**config.mk**
```make
export PLATFORM = sky130hd
export DESIGN_NAME = mem_arbiter
export DESIGN_NICKNAME = d
export VERILOG_FILES = /design/src/rtl/mem_arbiter_pkg.sv /design/src/rtl/sat_counter.sv /design/src/rtl/mem_arbiter.sv
export SDC_FILE = /design/constraint.sdc
export NUM_CORES = 1
export LEC_CHECK = 0
export BUFFER_PORTS_ARGS = -buffer_cell sky130_fd_sc_hd__buf_4
export CORE_ASPECT_RATIO = 0.6
export CORE_UTILIZATION = 29
export CTS_BUF_LIST = sky130_fd_sc_hd__clkbuf_4
export CTS_CLUSTER_SIZE = 28
export DETAILED_ROUTE_END_ITERATION = 16
export GPL_TIMING_DRIVEN = 1
export PLACE_DENSITY = 0.8
export SYNTH_ARGS = -nofsm -noshare
export SYNTH_HDL_FRONTEND = slang
export SYNTH_SLANG_ARGS = --single-unit
```
**constraint.sdc**
```tcl
create_clock -name clk -period 1.3 [get_ports clk]
set_input_delay 0.13 -clock clk [delete_from_list [all_inputs] [get_ports clk]]
set_output_delay 0.13 -clock clk [all_outputs]
set_load 0.03 [all_outputs]
```
**src/rtl/mem_arbiter_pkg.sv**
```systemverilog
// Shared types and default widths for the mem_arbiter block.
package mem_arbiter_pkg;

  localparam int unsigned ArbAw = 16;
  localparam int unsigned ArbDw = 16;
  localparam int unsigned PerfW = 16;

  typedef enum logic [1:0] {
    StIdle  = 2'b00,
    StBusyI = 2'b01,
    StBusyD = 2'b10
  } arb_state_e;

endpackage

```
**src/rtl/sat_counter.sv**
```systemverilog
// Saturating up-counter with async active-low reset and synchronous clear.
module sat_counter #(
  parameter int unsigned     Width = 16,
  parameter logic [Width-1:0] Max  = '1
) (
  input  logic             clk,
  input  logic             rst,
  input  logic             clr,
  input  logic             inc,
  output logic [Width-1:0] count
);

  always_ff @(posedge clk or negedge rst) begin
    if (!rst) begin
      count <= '0;
    end else if (clr) begin
      count <= '0;
    end else if (inc && (count != Max)) begin
      count <= count + Width'(1);
    end
  end

endmodule

```
**src/rtl/mem_arbiter.sv**
```systemverilog
// Two-port (fetch/data) arbiter in front of a single mem_system, data-priority with starvation guard.
// Define ARB_PERF_CNT_EN to build the grant/conflict performance counters.
module mem_arbiter
  import mem_arbiter_pkg::*;
#(
  parameter int unsigned AW         = ArbAw,
  parameter int unsigned DW         = ArbDw,
  parameter int unsigned STARVE_MAX = 4
) (
  input  logic             clk,
  input  logic             rst,
  input  logic             if_req,
  input  logic [AW-1:0]    if_addr,
  output logic [DW-1:0]    if_data,
  output logic             if_done,
  output logic             if_stall,
  input  logic             dm_rd,
  input  logic             dm_wr,
  input  logic [AW-1:0]    dm_addr,
  input  logic [DW-1:0]    dm_wdata,
  output logic [DW-1:0]    dm_rdata,
  output logic             dm_done,
  output logic             dm_stall,
  output logic [AW-1:0]    mem_addr,
  output logic [DW-1:0]    mem_wdata,
  output logic             mem_rd,
  output logic             mem_wr,
  input  logic [DW-1:0]    mem_rdata,
  input  logic             mem_done,
  input  logic             mem_err,
  output logic             err,
  output logic [PerfW-1:0] perf_if_cnt,
  output logic [PerfW-1:0] perf_dm_cnt,
  output logic [PerfW-1:0] perf_conf_cnt
);

  localparam int unsigned SW = $clog2(STARVE_MAX + 1);

  arb_state_e    state_q, state_d;
  logic [SW-1:0] starve_cnt;
  logic          idle, dm_req, dm_illegal, dm_legal, starve_full;
  logic          grant_d, grant_i;
  logic          err_q;

  assign idle        = (state_q == StIdle);
  assign dm_req      = dm_rd | dm_wr;
  assign dm_illegal  = dm_rd & dm_wr;
  assign dm_legal    = dm_req & ~dm_illegal;
  assign starve_full = (starve_cnt == SW'(STARVE_MAX));

  // Data wins a conflict unless fetch has already lost STARVE_MAX in a row.
  assign grant_d = idle & dm_legal & ~(if_req & starve_full);
  assign grant_i = idle & if_req & ~grant_d;

  always_ff @(posedge clk or negedge rst) begin
    if (!rst) begin
      state_q <= StIdle;
    end else begin
      state_q <= state_d;
    end
  end

  always_comb begin
    state_d = state_q;
    unique case (state_q)
      StIdle: begin
        if (grant_d) begin
          state_d = StBusyD;
        end else if (grant_i) begin
          state_d = StBusyI;
        end
      end
      StBusyI, StBusyD: begin
        if (mem_done) begin
          state_d = StIdle;
        end
      end
      default: state_d = StIdle;
    endcase
  end

  always_comb begin
    mem_addr  = '0;
    mem_wdata = '0;
    mem_rd    = 1'b0;
    mem_wr    = 1'b0;
    if_done   = 1'b0;
    dm_done   = 1'b0;
    if_data   = '0;
    dm_rdata  = '0;
    unique case (state_q)
      StBusyI: begin
        mem_rd   = 1'b1;
        mem_addr = if_addr;
        if_done  = mem_done;
        if (mem_done) begin
          if_data = mem_rdata;
        end
      end
      StBusyD: begin
        mem_rd    = dm_rd;
        mem_wr    = dm_wr;
        mem_addr  = dm_addr;
        mem_wdata = dm_wdata;
        dm_done   = mem_done;
        if (mem_done) begin
          dm_rdata = mem_rdata;
        end
      end
      default: ;
    endcase
  end

  // Stalls are gated by reset so every output reads 0 while rst is low.
  assign if_stall = rst & if_req & ~if_done;
  assign dm_stall = rst & dm_req & ~dm_done;

  always_ff @(posedge clk or negedge rst) begin
    if (!rst) begin
      err_q <= 1'b0;
    end else if (dm_illegal || (!idle && mem_err)) begin
      err_q <= 1'b1;
    end
  end

  assign err = err_q;

  sat_counter #(
    .Width (SW),
    .Max   (SW'(STARVE_MAX))
  ) u_starve (
    .clk   (clk),
    .rst   (rst),
    .clr   (grant_i),
    .inc   (grant_d & if_req),
    .count (starve_cnt)
  );

`ifdef ARB_PERF_CNT_EN
  sat_counter #(
    .Width (PerfW),
    .Max   ({PerfW{1'b1}})
  ) u_perf_if (
    .clk   (clk),
    .rst   (rst),
    .clr   (1'b0),
    .inc   (grant_i),
    .count (perf_if_cnt)
  );

  sat_counter #(
    .Width (PerfW),
    .Max   ({PerfW{1'b1}})
  ) u_perf_dm (
    .clk   (clk),
    .rst   (rst),
    .clr   (1'b0),
    .inc   (grant_d),
    .count (perf_dm_cnt)
  );

  sat_counter #(
    .Width (PerfW),
    .Max   ({PerfW{1'b1}})
  ) u_perf_conf (
    .clk   (clk),
    .rst   (rst),
    .clr   (1'b0),
    .inc   (idle & if_req & dm_req),
    .count (perf_conf_cnt)
  );
`else
  assign perf_if_cnt   = '0;
  assign perf_dm_cnt   = '0;
  assign perf_conf_cnt = '0;
`endif

endmodule

```
# After elaboration in Yosys (flattened, before gate mapping)
# Cells that the tools add are included.
[op_classes]
add_sub_neg = 1
n_eq_ne = 6
mux = 15
bitwise = 18
reduce_logical = 8
[ops]
columns = ["op", "count"]
rows = [
  ["$mux 16", 4],
  ["$pmux 16 s2", 1],
  ["$and 1x1->1", 12],
  ["$mux 2", 3],
  ["$mux 3", 2],
  ["$not 1->1", 5],
  ["$pmux 2 s2", 1],
  ["$add 3x1->3 const B", 1],
  ["$eq 3x3->1 const B", 1],
  ["$mux 1", 3],
  ["$ne 3x1->1 const B", 1],
  ["$ne 3x3->1 const B", 1],
  ["$eq 2x1->1 const B", 1],
  ["$eq 2x2->1 const B", 1],
  ["$logic_and 1x1->1", 2],
  ["$logic_not 2->1", 1],
  ["$ne 2x2->1 const B", 1],
  ["$pmux 1 s2", 1],
  ["$reduce_and 2->1", 1],
  ["$reduce_bool 2->1", 1],
  ["$reduce_or 2->1", 1],
  ["$logic_not 1->1", 1],
  ["$logic_or 1x1->1", 1],
  ["$or 1x1->1", 1],
]
[word_totals]
regBits = 6
input_bits = 71
output_inout_bits = 119
elab_cells = 51

# Depth between registers and ports, before layout
# Gate-level depths: netlist (run 1).
[depth]
word_depth = 10
mapped_depth = 5
depth_no_buf = 5

# By module
# Synthesis (run 1) repeated with hierarchy kept, for this count alone.
[hier_totals]
cells_unflattened = 192
area_unflattened_um2 = 1430.1
[by_module_without_submodules]
columns = ["module", "n_inst", "cells_per_inst", "area_per_inst_um2", "seq_area_each_um2"]
rows = [
  ["mem_arbiter", 1, 175, 1236.2, 75.1],
  ["sat_counter", 1, 17, 193.9, 75.1],
]

# Worst setup path before layout (run 1)
# No wires, ideal clock.
[synth_timing]
path_kind = "reg2out"
from = "reg state_q[0]"
to = "out dm_stall"
arrival_time_ns = 1.537
t_required_ns = 1.170
setup_slack_ns = -0.367
path_stages_with_launch = 6
cell_sequence = "dfrtp_1 inv_1 ha_1 buf_4 and2_1 nor3b_2"
[synth_between]
elab_chain_len = 4
[synth_rtl]
columns = ["item", "line_no", "text"]
rows = [
  ["start, declared", "mem_arbiter.sv:39", "arb_state_e state_q, state_d;"],
  ["start signal, assigned", "mem_arbiter.sv:57", "state_q <= StIdle;"],
  ["start signal, assigned", "mem_arbiter.sv:59", "state_q <= state_d;"],
  ["$eq 2x2->1", "mem_arbiter.sv:91", "unique case (state_q)"],
  ["$mux 1", "mem_arbiter.sv:91", ""],
  ["net dm_done", "mem_arbiter.sv:22", "output logic dm_done,"],
  ["$not 1->1", "mem_arbiter.sv:116", "assign dm_stall = rst & dm_req & ~dm_done;"],
  ["$and 1x1->1", "mem_arbiter.sv:116", ""],
  ["end, declared", "mem_arbiter.sv:23", "output logic dm_stall,"],
]
# The timed path passes the listed nets, and every way through them passes these cells.

# Worst setup path in the final report (run 1)
[layout_timing]
from = "reg state_q[1]"
to = "out mem_addr[13]"
[layout_between]
elab_chain_len = 2
elab_cells_between_ends = 3
classes_between = "eq/ne: 2; mux: 1"
[layout_rtl]
columns = ["item", "line_no", "text"]
rows = [
  ["$eq 2x2->1 or $eq 2x1->1 (tied branches)", "mem_arbiter.sv:91", ""],
  ["$pmux 16 s2 (*)", "mem_arbiter.sv:91", ""],
  ["end, declared", "mem_arbiter.sv:24", "output logic [AW-1:0] mem_addr,"],
]
# Mark *: on every way between the ends. The rest lies on a longest branch, timed or not.

==> impl_metrics.env, run 1 <==
export IMPL_floorplan_io_pins=190
export IMPL_maxCapViolations=0
export IMPL_regToRegSetupSlack_ps=-180
export IMPL_worstReg2RegStart="state_q[1]"
export IMPL_crit_path_start_kind="flop"
export IMPL_violations="negative setup slack"
export IMPL_clock_tree_root_cell="sky130_fd_sc_hd__clkbuf_4"
export IMPL_synth_warning_count=0
export IMPL_flow_area_growth_from_synthesis_pct=121
export IMPL_totalNegativeSetupSlack_ps=-25530
export IMPL_crit_chain="inv_1 > ha_4 > bufbuf_16 > a22oi_1 > nor2b_2 > buf_4"
export IMPL_cp_depth=6
export IMPL_grt_antenna_before_repair=0
export IMPL_numCtsBuffers=3
export IMPL_cts_path_max_buffers=2
export IMPL_num_antenna_cells=0
export IMPL_power_density_cell_area_mw_per_mm2=1700
export IMPL_end_kind="output port"
export IMPL_worst_endpoint_required_ps=1170
export IMPL_worst_ir_drop_vdd_mv=0.717
export IMPL_wire_per_inst_um=12.9
export IMPL_postSynthCellCount=188
export IMPL_final_nets=421
export IMPL_critical_path_arrival_ps=1600
export IMPL_grt_pass1_vias=1543
export IMPL_grt_remaining_overflow=0
export IMPL_fin_cells=404
export IMPL_half_perimeter_wire_length_of_the_detailed_placement_result_mm=3.80
export IMPL_yosysUniqueCellTypes=26
export IMPL_route_detailed_drc=0
export IMPL_drt_first_pass_iters=4
export IMPL_clock_latency_ps=240
export IMPL_num_rows=19
export IMPL_upper_clock_frequency_limit_mhz=577
export IMPL_synth_yosys_seq_area_share_pct=10.8
export IMPL_filler_cell_count=372
export IMPL_period_minus_slack_ps=1730
export IMPL_h_tree_depth=1
export IMPL_timing_critical_path_slowest_stage_cell="sky130_fd_sc_hd__dfrtp_1"
export IMPL_timing_critical_path_to="mem_addr[13]"
export IMPL_grt_start_max_net_pins=36
export IMPL_synth_top_cell_by_area="sky130_fd_sc_hd__buf_4"
export IMPL_crit_path_max_fanout=5
export IMPL_worstPathBufferInverterCount=3
export IMPL_fin_worst_hold_slack_ps=142
export IMPL_route_antenna_remaining_nets=0
export IMPL_worstRegToRegCells=5
export IMPL_drive_gt1_share_pct=69.5
export IMPL_ff_latch_area_sq_um=150
export IMPL_critical_path_class="reg2out"
export IMPL_core_area_sq_mm=0.00459
export IMPL_synth_seq_cells=6
export IMPL_clk_pin_slew_ps=50
export IMPL_area_enclosed_by_the_die_boundary_sq_mm=0.00508
export IMPL_final_core_util_pct=66.9
export IMPL_finalWirelength_mm=5.21
export IMPL_final_period_utilization_pct=133
export IMPL_multi_input_area_sq_mm=0.00128
export IMPL_setup_violations_final=75
export IMPL_drt_iter0_drc=29
export IMPL_grt_util_all_layers_pct=19.6
export IMPL_syn_avg_cell_area_sq_um=7.39
export IMPL_hold_path_class="in2reg"
export IMPL_worst_setup_path_startpoint="state_q[1]"
export IMPL_avgViaCountPerCell=4.16
export IMPL_finalWorstSetupSlack_ps=-432
export IMPL_total_leakage_power_nw=1.60
export IMPL_crit_reg2reg_capture="u_starve.count[1]"
export IMPL_place_area_sq_mm=0.00262
export IMPL_ys_top_cells_by_area="sky130_fd_sc_hd__buf_4 26%, sky130_fd_sc_hd__and3_1 14%, sky130_fd_sc_hd__dfrtp_1 11%"
export IMPL_first_pass_grt_wire_length_mm=8.07
export IMPL_die_width_um=91.3
export IMPL_dr_total_vias=1680
export IMPL_layout_cells_most_common="sky130_fd_sc_hd__buf_4"
export IMPL_final_standard_cell_area_without_fillers_sq_mm=0.00307
export IMPL_layout_common_cells="118 x sky130_fd_sc_hd__buf_4, 48 x sky130_fd_sc_hd__conb_1, 37 x sky130_fd_sc_hd__buf_6"
export IMPL_setup_repair_after_global_routing_missed_its_margin="yes"
export IMPL_clock_sinks=6
export IMPL_run_status="finished, violations left"
export IMPL_final_setup_skew_ps=1.26
export IMPL_start_util_pct=30.3
export IMPL_die_height_um=55.6
export IMPL_placed_cells=388
export IMPL_cp_max_stage_delay_ps=380
export IMPL_hold_violations=0
export IMPL_yosys_area_top_type_share_pct=26.5
export IMPL_cts_tree="done"
export IMPL_largest_delay_contributor_family_on_the_critical_path="buffers and inverters"
export IMPL_synth_area_sq_mm=0.00139
export IMPL_placer_s_final_routability_congestion_estimate=0.761
export IMPL_report_final_slew_viol_count=0
export IMPL_buffers_on_ports=141
where the power goes:
| part | leakage [nW] | switching (mW) | internal (mW) |
|---|---|---|---|
| sequential | 0.0742 | 0.0619 | 0.247 |
| clock | 0.0138 | 0.0694 | 0.105 |
| combinational | 1.51 | 2.32 | 2.41 |
cells by family (layout without fill, tap and decap cells):
kind of cell,after synthesis,count (layout),synth area share [%]
AOI/OAI and AO/OA,27,27,15.3
adders and majority gates,7,7,6.31
buffers and inverters,69,175,32.3
DFF,6,6,10.8
other,1,48,0.270
and+or+nand+nor,78,78,35.0
through the flow:
stage | power, mW | setup WS [ps]
2_1_floorplan | 2.99 | -104
3_3_place_gp | 4.08 | -163
3_5_place_dp | 4.11 | -194
4_1_cts | 5.21 | -405
5_1_grt | 5.50 | -523
6_report | 5.21 | -432
layer usage:
metal | global-route usage, % | part of all wire, % | vias up | wire (um)
li1 | - | - | 852 | -
met1 | 26.7 | 44 | 768 | 2290
met2 | 34.5 | 51 | 56 | 2680
met3 | 2.32 | 4.0 | 4 | 207
met4 | 2.27 | 0.65 | 0 | 34
met5 | 0 | 0 | - | 0
worst min-delay path, cell delays in order:
cell and delay (ps):
sky130_fd_sc_hd__buf_4 110, sky130_fd_sc_hd__inv_1 40, sky130_fd_sc_hd__o21ai_0 60
Yosys cell counts:
cell type / instances
sky130_fd_sc_hd__nor2_1: 2
sky130_fd_sc_hd__inv_1: 8
sky130_fd_sc_hd__a21oi_1: 2
sky130_fd_sc_hd__and2_1: 19
sky130_fd_sc_hd__o21ai_0: 2
sky130_fd_sc_hd__and3_1: 32
sky130_fd_sc_hd__nor3b_2: 1
sky130_fd_sc_hd__o21ai_1: 1
sky130_fd_sc_hd__nand3_1: 1
sky130_fd_sc_hd__buf_2: 5
sky130_fd_sc_hd__nand2_1: 2
sky130_fd_sc_hd__nor2b_1: 17
sky130_fd_sc_hd__ha_1: 7
sky130_fd_sc_hd__nand4b_1: 1
sky130_fd_sc_hd__a32o_2: 1
sky130_fd_sc_hd__a22o_1: 2
sky130_fd_sc_hd__a31oi_4: 1
sky130_fd_sc_hd__nand2_2: 1
sky130_fd_sc_hd__conb_1: 1
sky130_fd_sc_hd__a31o_1: 1
sky130_fd_sc_hd__buf_4: 49
sky130_fd_sc_hd__clkbuf_1: 7
sky130_fd_sc_hd__a22oi_1: 16
sky130_fd_sc_hd__nand2b_1: 2
sky130_fd_sc_hd__o2bb2ai_1: 1
sky130_fd_sc_hd__dfrtp_1: 6
final cells by class:
class,count,area share (%)
flip-flops and latches,6,4.89
well taps,63,2.57
inverters,8,0.978
multi-input cells,160,41.8
clock buffers,3,0.734
repair buffers,164,49.0
sequential cells by signal, indices dropped and copies added (netlist names):
register	cells
u_starve.count	3
state_q	2
err	1
repair_timing:
item,4_1_cts,5_1_grt
gates cloned,3,0
pin swaps,11,0
endpoints found under the hold margin,6,0
hold buffers,1,0
buffers inserted,12,0
gates resized for setup,59,0
endpoints found under the setup margin,75,76
worst min-delay path by stage:
stage	startpoint	end	slack (ps)	cells past startpoint
2_1_floorplan	rst	err	-170	0
3_3_place_gp	rst	u_starve.count[1]	-50	1
3_5_place_dp	rst	err	-50	1
4_1_cts	mem_err	err	140	3
5_1_grt	mem_err	err	160	3
6_report	mem_err	err	140	3
(Power assumes the default switching activity.)
==> run 2: changes to the inputs <==
--- a/config.mk
+++ b/config.mk
@@ -7,12 +7,13 @@
 export LEC_CHECK = 0
 export BUFFER_PORTS_ARGS = -buffer_cell sky130_fd_sc_hd__buf_4
 export CORE_ASPECT_RATIO = 0.6
-export CORE_UTILIZATION = 29
+export CORE_UTILIZATION = 25
 export CTS_BUF_LIST = sky130_fd_sc_hd__clkbuf_4
 export CTS_CLUSTER_SIZE = 28
 export DETAILED_ROUTE_END_ITERATION = 16
 export GPL_TIMING_DRIVEN = 1
-export PLACE_DENSITY = 0.8
+export PLACE_DENSITY = 0.7
+export SKIP_LAST_GASP = 1
 export SYNTH_ARGS = -nofsm -noshare
 export SYNTH_HDL_FRONTEND = slang
 export SYNTH_SLANG_ARGS = --single-unit
==> run 2 against run 1 <==
- the run ends with design-rule violations, negative setup slack left
- fmax is 3.3% higher
- register-to-register slack better by 100 ps
- sequential power is 2% lower
- non-clock buffer count down 2
- die area grew 16%
- cell count increased by 0.25%
- combinational power is 11% higher
- critical path depth stayed put
- first-iteration DRC count grew 3.4%
- clock skew about the same
- sequential share of layout area decreased by 0.40 points
- via count increased by 3.5%
==> impl_metrics.env, run 2 (synthesized netlist as in run 1, its figures left out) <==
export IMPL_h_tree_depth=1
export IMPL_largest_register_ff_count=3
export IMPL_route_detailed_drc=11
export IMPL_clock_sinks=6
export IMPL_flow_area_growth_from_synthesis_pct=141
export IMPL_worst_endpoint_required_ps=1170
export IMPL_setup_violations_final=74
export IMPL_route_antenna_remaining_nets=0
export IMPL_num_antenna_cells=0
export IMPL_critical_path_arrival_ps=1550
export IMPL_final_core_util_pct=64.2
export IMPL_clock_tree_root_cell="sky130_fd_sc_hd__clkbuf_4"
export IMPL_power_density_cell_area_mw_per_mm2=1710
export IMPL_period_minus_slack_ps=1680
export IMPL_grtUsageMet2_pct=29.5
export IMPL_crit_path_max_fanout=6
export IMPL_grt_start_max_net_pins=36
export IMPL_buffers_on_ports=141
export IMPL_globalRoute_busiestLayer="met2"
export IMPL_total_leakage_power_nw=1.64
export IMPL_numCtsBuffers=3
export IMPL_drt_first_pass_iters=10
export IMPL_cp_max_stage_delay_ps=420
export IMPL_layout_cells_most_common="sky130_fd_sc_hd__buf_4"
export IMPL_hold_violations=0
export IMPL_finalWirelength_mm=5.54
export IMPL_drive_gt1_share_pct=75.5
export IMPL_die_width_um=98.2
export IMPL_maxCapViolations=0
export IMPL_regToRegSetupSlack_ps=-80
export IMPL_report_final_slew_viol_count=0
export IMPL_crit_path_start_kind="flop"
export IMPL_placer_s_final_routability_congestion_estimate=0.709
export IMPL_end_kind="output port"
export IMPL_crit_chain="inv_2 > ha_4 > buf_8 > clkbuf_16 > and3_4 > buf_6"
export IMPL_area_enclosed_by_the_die_boundary_sq_mm=0.00587
export IMPL_grt_remaining_overflow=0
export IMPL_start_util_pct=26.7
export IMPL_cts_tree="done"
export IMPL_fin_worst_hold_slack_ps=115
export IMPL_grt_pass1_vias=1660
export IMPL_hold_path_end="err"
export IMPL_wire_per_inst_um=13.7
export IMPL_cts_path_max_buffers=2
export IMPL_final_nets=419
export IMPL_met1_usage_pct=20.5
export IMPL_finalWorstSetupSlack_ps=-376
export IMPL_dr_total_vias=1738
export IMPL_final_setup_skew_ps=1.46
export IMPL_worstReg2RegStart="state_q[0]"
export IMPL_grt_util_met3_pct=3.86
export IMPL_drt_iter0_drc=30
export IMPL_upper_clock_frequency_limit_mhz=597
export IMPL_clk_pin_slew_ps=50
export IMPL_layout_common_cells="78 x sky130_fd_sc_hd__buf_4, 72 x sky130_fd_sc_hd__buf_6, 48 x sky130_fd_sc_hd__conb_1"
export IMPL_avgViaCountPerCell=4.29
export IMPL_violations="design-rule violations, negative setup slack"
export IMPL_first_pass_grt_wire_length_mm=7.69
export IMPL_clock_latency_ps=250
export IMPL_holdCritStartpoint="mem_err"
export IMPL_grt_antenna_before_repair=0
export IMPL_crit_reg2reg_capture="state_q[1]"
export IMPL_core_area_sq_mm=0.00520
export IMPL_worstRegToRegCells=6
export IMPL_worst_ir_drop_vdd_mv=0.807
export IMPL_run_status="finished, violations left"
export IMPL_half_perimeter_wire_length_of_the_detailed_placement_result_mm=3.91
export IMPL_num_rows=20
export IMPL_max_flop_register="u_starve.count"
export IMPL_hold_path_class="in2reg"
export IMPL_floorplan_io_pins=190
export IMPL_hold_depth=3
export IMPL_die_height_um=59.7
export IMPL_setup_repair_after_global_routing_missed_its_margin="yes"
export IMPL_timing_critical_path_slowest_stage_cell="sky130_fd_sc_hd__dfrtp_1"
export IMPL_critical_path_class="reg2out"
export IMPL_final_period_utilization_pct=129
export IMPL_grt_util_all_layers_pct=16.5
-- run 2: changes by cell type in the layout (fill, tap and decap cells not counted), sizes merged --
cell	before	now
bufbuf	3	0
clkbuf	3	5
buf	160	159
-- run 2: metrics by stage --
step	area (sq um)	total power [mW]	cells	setup TNS [ps]	worst slack (ps)
after floorplan	1800	2.99	235	-1200	-104
after global placement	2630	4.10	392	-4520	-161
after detailed placement	2630	4.15	392	-5220	-180
after CTS	3120	5.27	404	-23530	-378
after global routing	3340	6.03	405	-29210	-460
final	3340	5.71	405	-23330	-376
-- run 2: worst max-delay path by stage --
| stage | start | to | slack (ps) | cells past startpoint |
|---|---|---|---|---|
| floorplan | state_q[0] | dm_stall | -100 | 5 |
| global placement | state_q[1] | mem_addr[14] | -160 | 6 |
| detailed placement | state_q[1] | mem_addr[14] | -180 | 6 |
| CTS | state_q[0] | mem_addr[14] | -380 | 6 |
| global route | state_q[0] | mem_wdata[7] | -460 | 6 |
| finish | state_q[1] | if_data[2] | -380 | 6 |
-- run 2: what timing repair did --
item | in CTS | in global routing
setup buffers | 5 | 0
gates cloned | 3 | 2
endpoints found under the hold margin | 6 | 0
gates resized for setup | 88 | 55
hold buffers | 1 | 0
setup endpoints to repair | 75 | 76
pin swaps | 7 | 3
-- run 2: critical path: cells and delay by family (launching register included) --
| kind | cells | cell delay (ps) |
|---|---|---|
| adders and majority gates | 1 | 170 |
| buffers and inverters | 4 | 540 |
| DFF | 1 | 420 |
| and+or+nand+nor | 1 | 170 |
-- run 2: layout make-up --
type | instances | area [sq um]
multi-input combinational | 160 | 1430
clock buffer | 3 | 22.5
fill | 429 | 1860
sequential | 6 | 150
inverter | 8 | 30.0
tap | 66 | 82.6
timing repair buffer | 162 | 1630
-- run 2: report_power, final --
part           leakage [nW]  internal (mW)  switching [mW]
Combinational          1.55           2.72            2.50
Clock                0.0138          0.105          0.0739
Sequential           0.0742          0.247          0.0572
-- run 2: layer usage --
layer,share of wire [%],vias to the layer above
met4,0.69,0
met3,8.0,5
met1,40,805
met2,51,80
met5,0,-
li1,-,848
